## src/rtl/engine_prog_nfa_if.sv

```systemverilog
// Byte stream, configuration and match-report signals of the programmable NFA matcher.
// The engine connects through the slave modport, its driver through the master modport.
interface engine_prog_nfa_if #(
  parameter int MAX_LEN = 16,
  parameter int CNT_W   = 16,
  parameter int OFF_W   = 16
);
  localparam int AW = $clog2(MAX_LEN);

  logic             sod;
  logic             en;
  logic [7:0]       in_byte;
  logic             cfg_we;
  logic [AW-1:0]    cfg_addr;
  logic [7:0]       cfg_char;
  logic             cfg_nocase;
  logic             cfg_neg;
  logic             cfg_loop;
  logic             cfg_len_we;
  logic [AW:0]      cfg_len;
  logic             cfg_anchor;
  logic             out;
  logic             match_pulse;
  logic [CNT_W-1:0] match_cnt;
  logic [OFF_W-1:0] match_off;

  modport master (
    output sod, en, in_byte,
    output cfg_we, cfg_addr, cfg_char, cfg_nocase, cfg_neg, cfg_loop,
    output cfg_len_we, cfg_len, cfg_anchor,
    input  out, match_pulse, match_cnt, match_off
  );

  modport slave (
    input  sod, en, in_byte,
    input  cfg_we, cfg_addr, cfg_char, cfg_nocase, cfg_neg, cfg_loop,
    input  cfg_len_we, cfg_len, cfg_anchor,
    output out, match_pulse, match_cnt, match_off
  );
endinterface

```

## src/rtl/engine_prog_nfa.sv

```systemverilog
// Runtime-programmable Shift-And NFA payload matcher: a chain of byte classes (literal/negated,
// exact/case-folded, optional self-loop) with sticky flag, pulse, saturating count and first-match offset.
module engine_prog_nfa #(
  parameter  int MAX_LEN = 16,
  parameter  int CNT_W   = 16,
  parameter  int OFF_W   = 16,
  localparam int AW      = $clog2(MAX_LEN)
) (
  input  logic             clk,
  input  logic             rst,
  engine_prog_nfa_if.slave bus
);

  localparam logic [AW:0] LEN_MAX = (AW+1)'(MAX_LEN);

  // Per-position class configuration
  logic [7:0]         char_q [MAX_LEN];
  logic [MAX_LEN-1:0] nocase_q;
  logic [MAX_LEN-1:0] neg_q;
  logic [MAX_LEN-1:0] loop_q;
  logic [AW:0]        len_q,    len_d;
  logic               anchor_q, anchor_d;

  // Matching state and report registers
  logic [MAX_LEN-1:0] s_q,      s_d;
  logic               first_q,  first_d;
  logic               out_q,    out_d;
  logic               pulse_q,  pulse_d;
  logic [CNT_W-1:0]   cnt_q,    cnt_d;
  logic [OFF_W-1:0]   moff_q,   moff_d;
  logic [OFF_W-1:0]   ofs_q,    ofs_d;

  logic [MAX_LEN-1:0] hit;
  logic [MAX_LEN-1:0] arm;
  logic [MAX_LEN-1:0] s_base;
  logic [MAX_LEN-1:0] s_step;
  logic [MAX_LEN-1:0] act_mask;
  logic [MAX_LEN-1:0] final_mask;
  logic               final_hit;
  logic               first_base;
  logic               out_base;
  logic [CNT_W-1:0]   cnt_base;
  logic [OFF_W-1:0]   moff_base;
  logic [OFF_W-1:0]   ofs_base;
  logic [AW:0]        len_wr;
  logic               addr_ok;

  function automatic logic [7:0] fold(input logic [7:0] c, input logic nc);
    fold = (nc && c >= 8'h41 && c <= 8'h5A) ? (c | 8'h20) : c;
  endfunction

  // Bits [0 .. l-1] set: the positions that belong to an active pattern of length l.
  function automatic logic [MAX_LEN-1:0] len_mask(input logic [AW:0] l);
    for (int i = 0; i < MAX_LEN; i++) len_mask[i] = (i < int'(l));
  endfunction

  assign len_wr  = (bus.cfg_len > LEN_MAX) ? LEN_MAX : bus.cfg_len;
  assign addr_ok = int'(bus.cfg_addr) < MAX_LEN;

  // NOTE: every always_comb output gets a default before any branch, so no latch can be inferred.
  always_comb begin
    hit = '0;
    for (int i = 0; i < MAX_LEN; i++) begin
      hit[i] = (fold(bus.in_byte, nocase_q[i]) == fold(char_q[i], nocase_q[i])) ^ neg_q[i];
    end
  end

  // sod clears the packet state first, so a byte arriving with sod sees a fresh engine at offset 0.
  always_comb begin
    s_base     = bus.sod ? '0 : s_q;
    first_base = bus.sod | first_q;
    out_base   = bus.sod ? 1'b0 : out_q;
    cnt_base   = bus.sod ? '0 : cnt_q;
    moff_base  = bus.sod ? '0 : moff_q;
    ofs_base   = bus.sod ? '0 : ofs_q;

    act_mask   = len_mask(len_q);
    final_mask = act_mask & ~(act_mask >> 1);
    arm        = {s_base[MAX_LEN-2:0], ~anchor_q | first_base};
    s_step     = hit & (arm | (loop_q & s_base)) & act_mask;
    final_hit  = |(s_step & final_mask);

    s_d      = s_base;
    first_d  = first_base;
    out_d    = out_base;
    cnt_d    = cnt_base;
    moff_d   = moff_base;
    ofs_d    = ofs_base;
    pulse_d  = 1'b0;

    if (bus.en) begin
      s_d     = s_step;
      first_d = 1'b0;
      pulse_d = final_hit;
      if (final_hit) begin
        if (cnt_base != '1) cnt_d = cnt_base + CNT_W'(1);
        if (!out_base) begin
          out_d  = 1'b1;
          moff_d = ofs_base;
        end
      end
      if (ofs_base != '1) ofs_d = ofs_base + OFF_W'(1);
    end

    len_d    = bus.cfg_len_we ? len_wr : len_q;
    anchor_d = bus.cfg_len_we ? bus.cfg_anchor : anchor_q;
    // Positions beyond a shrunk length drop out so they can never re-arm a later position.
    s_d      = s_d & len_mask(len_d);
  end

  // NOTE: the configuration array is cleared on rst as well, so the engine comes up disabled and deterministic.
  always_ff @(posedge clk or posedge rst) begin
    if (rst) begin
      for (int i = 0; i < MAX_LEN; i++) char_q[i] <= '0;
      nocase_q <= '0;
      neg_q    <= '0;
      loop_q   <= '0;
    end else if (bus.cfg_we && addr_ok) begin
      // NOTE: state registers use non-blocking assignment so every flop samples pre-edge values.
      char_q[bus.cfg_addr]   <= bus.cfg_char;
      nocase_q[bus.cfg_addr] <= bus.cfg_nocase;
      neg_q[bus.cfg_addr]    <= bus.cfg_neg;
      loop_q[bus.cfg_addr]   <= bus.cfg_loop;
    end
  end

  always_ff @(posedge clk or posedge rst) begin
    if (rst) begin
      len_q    <= '0;
      anchor_q <= 1'b0;
      s_q      <= '0;
      first_q  <= 1'b1;
      out_q    <= 1'b0;
      pulse_q  <= 1'b0;
      cnt_q    <= '0;
      moff_q   <= '0;
      ofs_q    <= '0;
    end else begin
      len_q    <= len_d;
      anchor_q <= anchor_d;
      s_q      <= s_d;
      first_q  <= first_d;
      out_q    <= out_d;
      pulse_q  <= pulse_d;
      cnt_q    <= cnt_d;
      moff_q   <= moff_d;
      ofs_q    <= ofs_d;
    end
  end

  assign bus.out         = out_q;
  assign bus.match_pulse = pulse_q;
  assign bus.match_cnt   = cnt_q;
  assign bus.match_off   = moff_q;

endmodule

```

## src/flat_wrapper.sv

```systemverilog
// flat-port wrapper written by rule: the top's interface ports become plain ports
module engine_prog_nfa_flat 
#(
  parameter  int MAX_LEN = 16,
  parameter  int CNT_W   = 16,
  parameter  int OFF_W   = 16,
  localparam int AW      = $clog2(MAX_LEN)
)
  (clk, rst, bus_sod, bus_en, bus_in_byte, bus_cfg_we, bus_cfg_addr, bus_cfg_char, bus_cfg_nocase, bus_cfg_neg, bus_cfg_loop, bus_cfg_len_we, bus_cfg_len, bus_cfg_anchor, bus_out, bus_match_pulse, bus_match_cnt, bus_match_off);
  engine_prog_nfa_if #(.MAX_LEN(MAX_LEN), .CNT_W(CNT_W), .OFF_W(OFF_W)) bus_i ();
  input  logic clk;
  input  logic rst;
  input wire logic [$bits(bus_i.sod)-1:0] bus_sod;
  input wire logic [$bits(bus_i.en)-1:0] bus_en;
  input wire logic [$bits(bus_i.in_byte)-1:0] bus_in_byte;
  input wire logic [$bits(bus_i.cfg_we)-1:0] bus_cfg_we;
  input wire logic [$bits(bus_i.cfg_addr)-1:0] bus_cfg_addr;
  input wire logic [$bits(bus_i.cfg_char)-1:0] bus_cfg_char;
  input wire logic [$bits(bus_i.cfg_nocase)-1:0] bus_cfg_nocase;
  input wire logic [$bits(bus_i.cfg_neg)-1:0] bus_cfg_neg;
  input wire logic [$bits(bus_i.cfg_loop)-1:0] bus_cfg_loop;
  input wire logic [$bits(bus_i.cfg_len_we)-1:0] bus_cfg_len_we;
  input wire logic [$bits(bus_i.cfg_len)-1:0] bus_cfg_len;
  input wire logic [$bits(bus_i.cfg_anchor)-1:0] bus_cfg_anchor;
  output wire logic [$bits(bus_i.out)-1:0] bus_out;
  output wire logic [$bits(bus_i.match_pulse)-1:0] bus_match_pulse;
  output wire logic [$bits(bus_i.match_cnt)-1:0] bus_match_cnt;
  output wire logic [$bits(bus_i.match_off)-1:0] bus_match_off;
  assign bus_i.sod = bus_sod;
  assign bus_i.en = bus_en;
  assign bus_i.in_byte = bus_in_byte;
  assign bus_i.cfg_we = bus_cfg_we;
  assign bus_i.cfg_addr = bus_cfg_addr;
  assign bus_i.cfg_char = bus_cfg_char;
  assign bus_i.cfg_nocase = bus_cfg_nocase;
  assign bus_i.cfg_neg = bus_cfg_neg;
  assign bus_i.cfg_loop = bus_cfg_loop;
  assign bus_i.cfg_len_we = bus_cfg_len_we;
  assign bus_i.cfg_len = bus_cfg_len;
  assign bus_i.cfg_anchor = bus_cfg_anchor;
  assign bus_out = bus_i.out;
  assign bus_match_pulse = bus_i.match_pulse;
  assign bus_match_cnt = bus_i.match_cnt;
  assign bus_match_off = bus_i.match_off;
  engine_prog_nfa #(.MAX_LEN(MAX_LEN), .CNT_W(CNT_W), .OFF_W(OFF_W)) u_core (.clk(clk), .rst(rst), .bus(bus_i));
endmodule
```

## config.mk

```make
export PLATFORM = sky130hd
export DESIGN_NAME = engine_prog_nfa_flat
export DESIGN_NICKNAME = d
export VERILOG_FILES = /design/src/rtl/engine_prog_nfa_if.sv /design/src/rtl/engine_prog_nfa.sv /design/src/flat_wrapper.sv
export SDC_FILE = /design/constraint.sdc
export NUM_CORES = 1
export LEC_CHECK = 0
export CAP_MARGIN = 20
export CORE_MARGIN = 2
export CORE_UTILIZATION = 60
export DETAILED_ROUTE_END_ITERATION = 6
export HOLD_SLACK_MARGIN = 0.06
export PLACE_DENSITY = 0.85
export SLEW_MARGIN = 25
export SYNTH_ARGS = -nofsm -noshare
export SYNTH_HDL_FRONTEND = slang
export SYNTH_SLANG_ARGS = --single-unit
```

## constraint.sdc

```tcl
create_clock -name clk -period 16.2 [get_ports clk]
set_input_delay 4.05 -clock clk [delete_from_list [all_inputs] [get_ports clk]]
set_output_delay 4.05 -clock clk [all_outputs]
set_load 0.01 [all_outputs]
```

==> impl_metrics.py, run 1 <==
metrics = {
    "sta": {
        "hold_viol_final": 0,
        "tightest_slew_ns": 1.03,
        "clock.fmax_ghz": 0.123,
        "fin_crit_ns": 8.14,
        "max-slew-margin-rel_pct": 31.4,
        "fin_ws_ns": 8.06,
        "hold_slack_ns": 0.507,
        "tns_ns": 0,
        "period_share_pct": 50.2,
        "setup_viol": 0,
        "clock_skew_ns": 0.00663,
        "rsz0062_at_grt": "no",
        "drv_slew": 0,
    },
    "yosys": {
        "ys.flop_type": "dfrtp_1",
        "synth_fp_nets": 1259,
        "synth_warnings": 0,
        "yosysMostFrequentCell": "dfrtp_1",
        "synth_top_cell_by_area": "dfrtp_1",
        "ys_ff_latch": 249,
        "synth_edf_count": 0,
        "syn_area_mm2": 0.0132,
        "ys_top_cells_by_area": "dfrtp_1 47%, mux2_2 15%, xor2_1 7.3%, xnor2_1 3.5%, a21oi_1 2.7%",
        "ys_seq_area_share_pct": 47.3,
        "avgSynthCellArea_um2": 10.8,
        "yosys-top-cells-count": "248 x dfrtp_1, 181 x mux2_2, 109 x xor2_1",
        "async_reset_ff_share_pct": 100,
        "synthCells": 1222,
        "ys_types": 59,
        "synth_top_area_share_pct": 47.1,
    },
    "setup_path": {
        "cpLargestDelayFamily": "simple AND/OR/NAND/NOR gates",
        "r2r_start": "u_core.char_q[49]$_DFFE_PP0P_",
        "r2r_slack_ns": 12.51,
        "end_kind": "flip-flop",
        "critPathMaxFanout": 18,
        "slowest_stage": "a221oi_4",
        "r2r_cells": 11,
        "cp.required_ns": 16.60,
        "worstPathCellList": "clkdlybuf4s50_1 -> buf_4 -> nor3_1 -> a221oi_4 -> a21oi_2 -> xnor2_1 -> a21oi_1 -> or4_4 -> o2111ai_2 -> a2111oi_2 -> and2_1 -> nor3_4 -> mux2_1",
        "slowest_delay_ns": 0.83,
        "cp.arrival_ns": 8.54,
        "crit_buf_inv": 2,
        "worst-setup-path-type": "in -> reg",
        "r2r-end": "u_core.bus.match_off[6]$_DFF_PP0_",
        "crit_path_start_kind": "input port",
    },
    "cts": {
        "postCtsSetupRepairBufs": 0,
        "cts_tree": "done",
        "clock_path_buffers": 3,
        "cts_buffers": 27,
        "hold_buffers": 0,
        "clk_latency_ns": 0.52,
        "post_cts_resized": 0,
        "cts_sinks": 249,
        "htree_levels": 1,
        "clockRootBuffer": "clkbuf_16",
        "clkTransAtPathRegs_ns": 0.06,
    },
    "worst_hold_path": {
        "hold_class": "reg -> reg",
        "worstHoldStart": "u_core.char_q[77]$_DFFE_PP0P_",
        "min_path_cells": 1,
        "hold_end": "u_core.char_q[77]$_DFFE_PP0P_",
    },
    "power_and_ir_drop": {
        "p_comb_share_pct": 18.3,
        "internal_power_mw": 1.25,
        "p_sw_uw": 501,
        "clock_power_share_pct": 34.0,
        "power.density_mw_per_mm2": 118,
        "peakVddDrop_mv": 0.109,
        "p_sw_share_pct": 28.6,
        "cellLeakagePower_nw": 6.17,
        "seqPwrFrac_pct": 47.7,
    },
    "global_route": {
        "overflow": 0,
        "grt_pass1_wl_um": 51100,
        "grt_pass1_vias": 9777,
        "antenna_found_initial": 0,
        "grt_max_degree": 96,
        "grt_use_total_pct": 27.1,
    },
    "cells_and_area": {
        "fill_cells": 1590,
        "multi_input_area_mm2": 0.00656,
        "stdcell_count": 1556,
        "syn_to_final_growth_pct": 12.9,
        "diodes": 0,
        "seq_area_mm2": 0.00623,
        "final_nets": 1298,
        "drive_gt1_share_pct": 19.7,
    },
    "routing": {
        "drtPass1Iterations": 6,
        "initialDrtViolationCount": 882,
        "routed-via-count": 9821,
        "avgRoutedWirePerCell_um": 20.4,
        "ant_nets": 0,
        "routed_wl_um": 31700,
        "via_per_inst": 6.31,
        "drc_errors": 0,
    },
    "floorplanning": {
        "num_io_pins": 69,
        "rows": 54,
        "start_util_pct": 60.7,
        "die_x_um": 152,
        "core-area_mm2": 0.0217,
        "fp.dieH_um": 152,
        "dieArea_mm2": 0.0231,
    },
    "placement": {
        "dp_slack_ns": 7.59,
        "placed_cells": 1512,
        "hpwl_um": 20700,
        "routabilityCongestion": 0.942,
        "port_buffers": 68,
    },
    "status": {
        "status": "finished, final reports clean",
    },
    "run": {
        "maxCapViolations": 0,
    },
}
flip-flops by register name, summed over array words and instances (netlist names):
signal / cells
u_core.loop_q: 16
u_core.len_q: 5
u_core.bus.out: 1
u_core.neg_q: 16
u_core.first_q: 1
u_core.nocase_q: 16
u_core.s_q: 16
u_core.bus.match_off: 16
u_core.char_q: 128
u_core.ofs_q: 16
u_core.bus.match_pulse: 1
u_core.anchor_q: 1
u_core.bus.match_cnt: 16
worst max path at each step:
stage	depth (start not counted)	start	end
global route	13	bus_in_byte[0]	u_core.bus.match_off[6]$_DFF_PP0_
detailed placement	13	bus_in_byte[0]	u_core.bus.match_off[6]$_DFF_PP0_
global placement	13	bus_in_byte[1]	u_core.bus.match_off[6]$_DFF_PP0_
CTS	13	bus_in_byte[0]	u_core.bus.match_off[6]$_DFF_PP0_
floorplan	1	rst	u_core.anchor_q$_DFFE_PP0P_
finish	13	bus_in_byte[0]	u_core.bus.match_off[6]$_DFF_PP0_
cell type report:
cell class	instances	area share, %
clock inverters	9	0.724
clock buffers	35	5.02
repair buffers	79	5.13
inverters	27	0.732
multi-input cells	877	44.1
well taps	280	2.36
flip-flops and latches	249	41.9
layout by cell type (no fill, tap or decap), drive strengths merged, types with 4 or more instances in the layout:
| cell | instances |
|---|---|
| o21ai | 21 |
| buf | 12 |
| clkdlybuf4s50 | 67 |
| o22ai | 4 |
| a31oi | 5 |
| a21o | 6 |
| dfrtp | 248 |
| a2bb2oi | 11 |
| nand2 | 60 |
| nand4 | 15 |
| xnor2 | 53 |
| or3 | 13 |
| mux2 | 183 |
| mux2i | 18 |
| nor2b | 18 |
| clkinv | 5 |
| a21oi | 71 |
| clkbuf | 35 |
| nand3 | 42 |
| a32oi | 6 |
| nand2b | 34 |
| inv | 27 |
| nor3 | 51 |
| and3 | 11 |
| and2 | 4 |
| a41oi | 15 |
| nor4 | 22 |
| nor2 | 68 |
| nand3b | 9 |
| xor2 | 109 |
stage by stage:
stage	instance area [um^2]	utilization [%]	power (mW)
4_1_cts	14800	68.5	1.76
5_1_grt	14900	68.5	1.83
2_1_floorplan	13200	-	1.07
6_report	14900	68.5	1.75
3_5_place_dp	14000	64.5	1.16
3_3_place_gp	14000	64.5	1.14
cell families (layout without fill, tap and decap cells):
family	count (synthesis)	count (layout)	synth area share, %
multiplexers	201	201	17.0
AND/OR/NAND/NOR	357	357	14.0
flip-flops	249	249	47.3
XOR/XNOR	162	162	10.8
AO/OA/AOI/OAI	155	155	7.70
adder cells (fa/ha/maj)	2	2	0.190
buffers and inverters	96	150	2.99
per-layer routing:
metal	vias to the layer above	track usage [%]	routed length (um)
met4	0	9.21	965
met2	424	44.6	14800
met3	90	3.67	2310
met5	-	0	0
li1	4390	-	-
met1	4917	37.6	13600
power by group through the flow:
stage | Clock (mW) | Sequential [mW] | Combinational [mW]
floorplan | 0 | 0.813 | 0.258
global placement | 0 | 0.836 | 0.304
detailed placement | 0 | 0.843 | 0.318
CTS | 0.602 | 0.834 | 0.321
global route | 0.628 | 0.851 | 0.352
finish | 0.597 | 0.837 | 0.321
(Power assumes the default switching activity.)
==> inputs of run 2 (changes only) <==
CORE_UTILIZATION = 55   (was 60)
PLACE_DENSITY = 0.82   (was 0.85)
clock period = 7 ns   (was 16.2 ns; I/O delays follow)
==> run 2 against run 1 <==
  * Flip-flop and latch count stayed put
  * Via count is 0.53% higher
  * First-iteration DRC count is 1.4% higher
  * Combinational power is 140% higher
  * Register-to-register slack worse by 9.2 ns
  * Sequential power is 130% higher
  * Hold slack better by 0.0015 ns
  * Power is 140% higher
==> impl_metrics.py, run 2 (same netlist as run 1, synthesis figures left out) <==
metrics = {
    "status": {
        "status": "finished, final reports clean",
    },
    "setup_path": {
        "end_kind": "flip-flop",
        "crit_path_start_kind": "input port",
        "worst-setup-path-type": "in -> reg",
        "cp.required_ns": 7.43,
        "r2r_slack_ns": 3.36,
        "cp.arrival_ns": 6.03,
        "critPathMaxFanout": 14,
    },
    "sta": {
        "tightest_slew_ns": 1.05,
        "fin_crit_ns": 5.60,
        "setup_viol": 0,
        "drv_slew": 0,
        "clock.fmax_ghz": 0.179,
        "period_share_pct": 80.0,
        "tns_ns": 0,
        "max-slew-margin-rel_pct": 29.7,
        "clock_skew_ns": 0.0296,
        "fin_ws_ns": 1.40,
        "hold_viol_final": 0,
        "rsz0062_at_grt": "no",
    },
    "placement": {
        "routabilityCongestion": 0.939,
        "dp_slack_ns": 1.00,
        "hpwl_um": 22000,
        "port_buffers": 68,
    },
    "global_route": {
        "overflow": 0,
        "grt_use_total_pct": 26.0,
        "grt_pass1_wl_um": 52900,
        "antenna_found_initial": 0,
        "grt_max_degree": 184,
        "grt_pass1_vias": 9856,
    },
    "routing": {
        "drtPass1Iterations": 5,
        "via_per_inst": 6.14,
        "routed_wl_um": 33000,
        "initialDrtViolationCount": 894,
        "ant_nets": 0,
        "routed-via-count": 9873,
        "drc_errors": 0,
        "avgRoutedWirePerCell_um": 20.5,
    },
    "cts": {
        "cts_tree": "done",
        "clk_latency_ns": 0.55,
        "htree_levels": 1,
        "post_cts_resized": 0,
        "postCtsSetupRepairBufs": 0,
        "clock_path_buffers": 3,
        "clockRootBuffer": "clkbuf_16",
        "clkTransAtPathRegs_ns": 0.06,
        "hold_buffers": 0,
        "cts_buffers": 26,
        "cts_sinks": 249,
    },
    "cells_and_area": {
        "largest_register_ffs": 128,
        "layout_commonest_cell": "dfrtp_1",
        "syn_to_final_growth_pct": 14.4,
        "drive_gt1_share_pct": 20.2,
        "max_flop_register": "u_core.char_q",
        "final_nets": 1306,
        "final_cell_mix": "248 x dfrtp_1, 181 x mux2_2, 109 x xor2_1",
        "diodes": 0,
    },
    "power_and_ir_drop": {
        "cellLeakagePower_nw": 6.26,
        "power.density_mw_per_mm2": 278,
        "peakVddDrop_mv": 0.229,
        "fin_total_pwr_mw": 4.18,
    },
    "floorplanning": {
        "die_x_um": 159,
        "num_io_pins": 69,
        "core-area_mm2": 0.0235,
        "dieArea_mm2": 0.0252,
        "fp.dieH_um": 159,
        "start_util_pct": 56.1,
        "rows": 56,
    },
    "run": {
        "maxCapViolations": 0,
    },
    "worst_hold_path": {
        "hold_class": "reg -> reg",
    },
}
-- run 2: cell count changes in the layout (fill, tap and decap cells not counted), moves of 2 or more --
cell       previous run  this run
clkbuf_8              4         6
bufinv_16             2         4
clkinv_4              2         0
clkbuf_1              4         8
buf_4                10        18
-- run 2: power breakdown --
group	switching [mW]	internal, mW	leakage, nW	total [mW]
registers	0.263	1.68	3.16	1.95
clock network	0.577	0.899	0.449	1.48
logic	0.358	0.403	2.65	0.760
total	1.20	2.99	6.26	4.18
-- run 2: layer usage --
layer / vias to the layer above / track usage, % / part of all wire (%)
met5: - / 0 / 0
met4: 0 / 8.92 / 2.9
met3: 93 / 3.71 / 7.3
met2: 442 / 41.5 / 46
met1: 4943 / 36.6 / 44
li1: 4395 / - / -
-- run 2: area by class of cell --
class,instances,area [um^2]
Fill cell,1797,8400
Multi-Input combinational cell,877,6560
Sequential cell,249,6230
Timing Repair Buffer,88,858
Clock buffer,40,763
Tap cell,319,399
Clock inverter,8,155
Inverter,27,105
-- run 2: final timing paths --
check | start | to | cells after the start
min in group asynchronous | rst | u_core.char_q[31]$_DFFE_PP0P_ | 3
worst max register to register | u_core.char_q[8]$_DFFE_PP0P_ | u_core.bus.match_off[1]$_DFF_PP0_ | 11
max in group asynchronous | rst | u_core.first_q$_DFF_PP1_ | 4
worst min register to register | u_core.char_q[117]$_DFFE_PP0P_ | u_core.char_q[117]$_DFFE_PP0P_ | 1
worst min-delay path | u_core.char_q[117]$_DFFE_PP0P_ | u_core.char_q[117]$_DFFE_PP0P_ | 1
worst max-delay path | bus_in_byte[1] | u_core.bus.match_off[1]$_DFF_PP0_ | 14
-- run 2: per-stage QoR --
step           hold WS, ns  instance area (um^2)  util [%]  cells
6_report             0.509                 15100      64.2   1608
5_1_grt              0.530                 15100      64.2   1608
3_3_place_gp         0.488                 14100      60.1   1559
4_1_cts              0.509                 15000      64.0   1607
2_1_floorplan        0.480                 13200         -   1222
3_5_place_dp         0.494                 14100      60.1   1559
-- run 2: critical path, stage by stage --
cell,delay (ns)
clkdlybuf4s50_1,0.62
buf_4,0.29
nor3_1,0.11
a221oi_4,0.67
buf_4,0.25
a21oi_1,0.09
xnor2_1,0.23
nand3_1,0.13
xor2_1,0.18
nor3_1,0.11
a2111oi_2,0.58
nand2_1,0.43
nand3_1,0.26
mux2_2,0.35
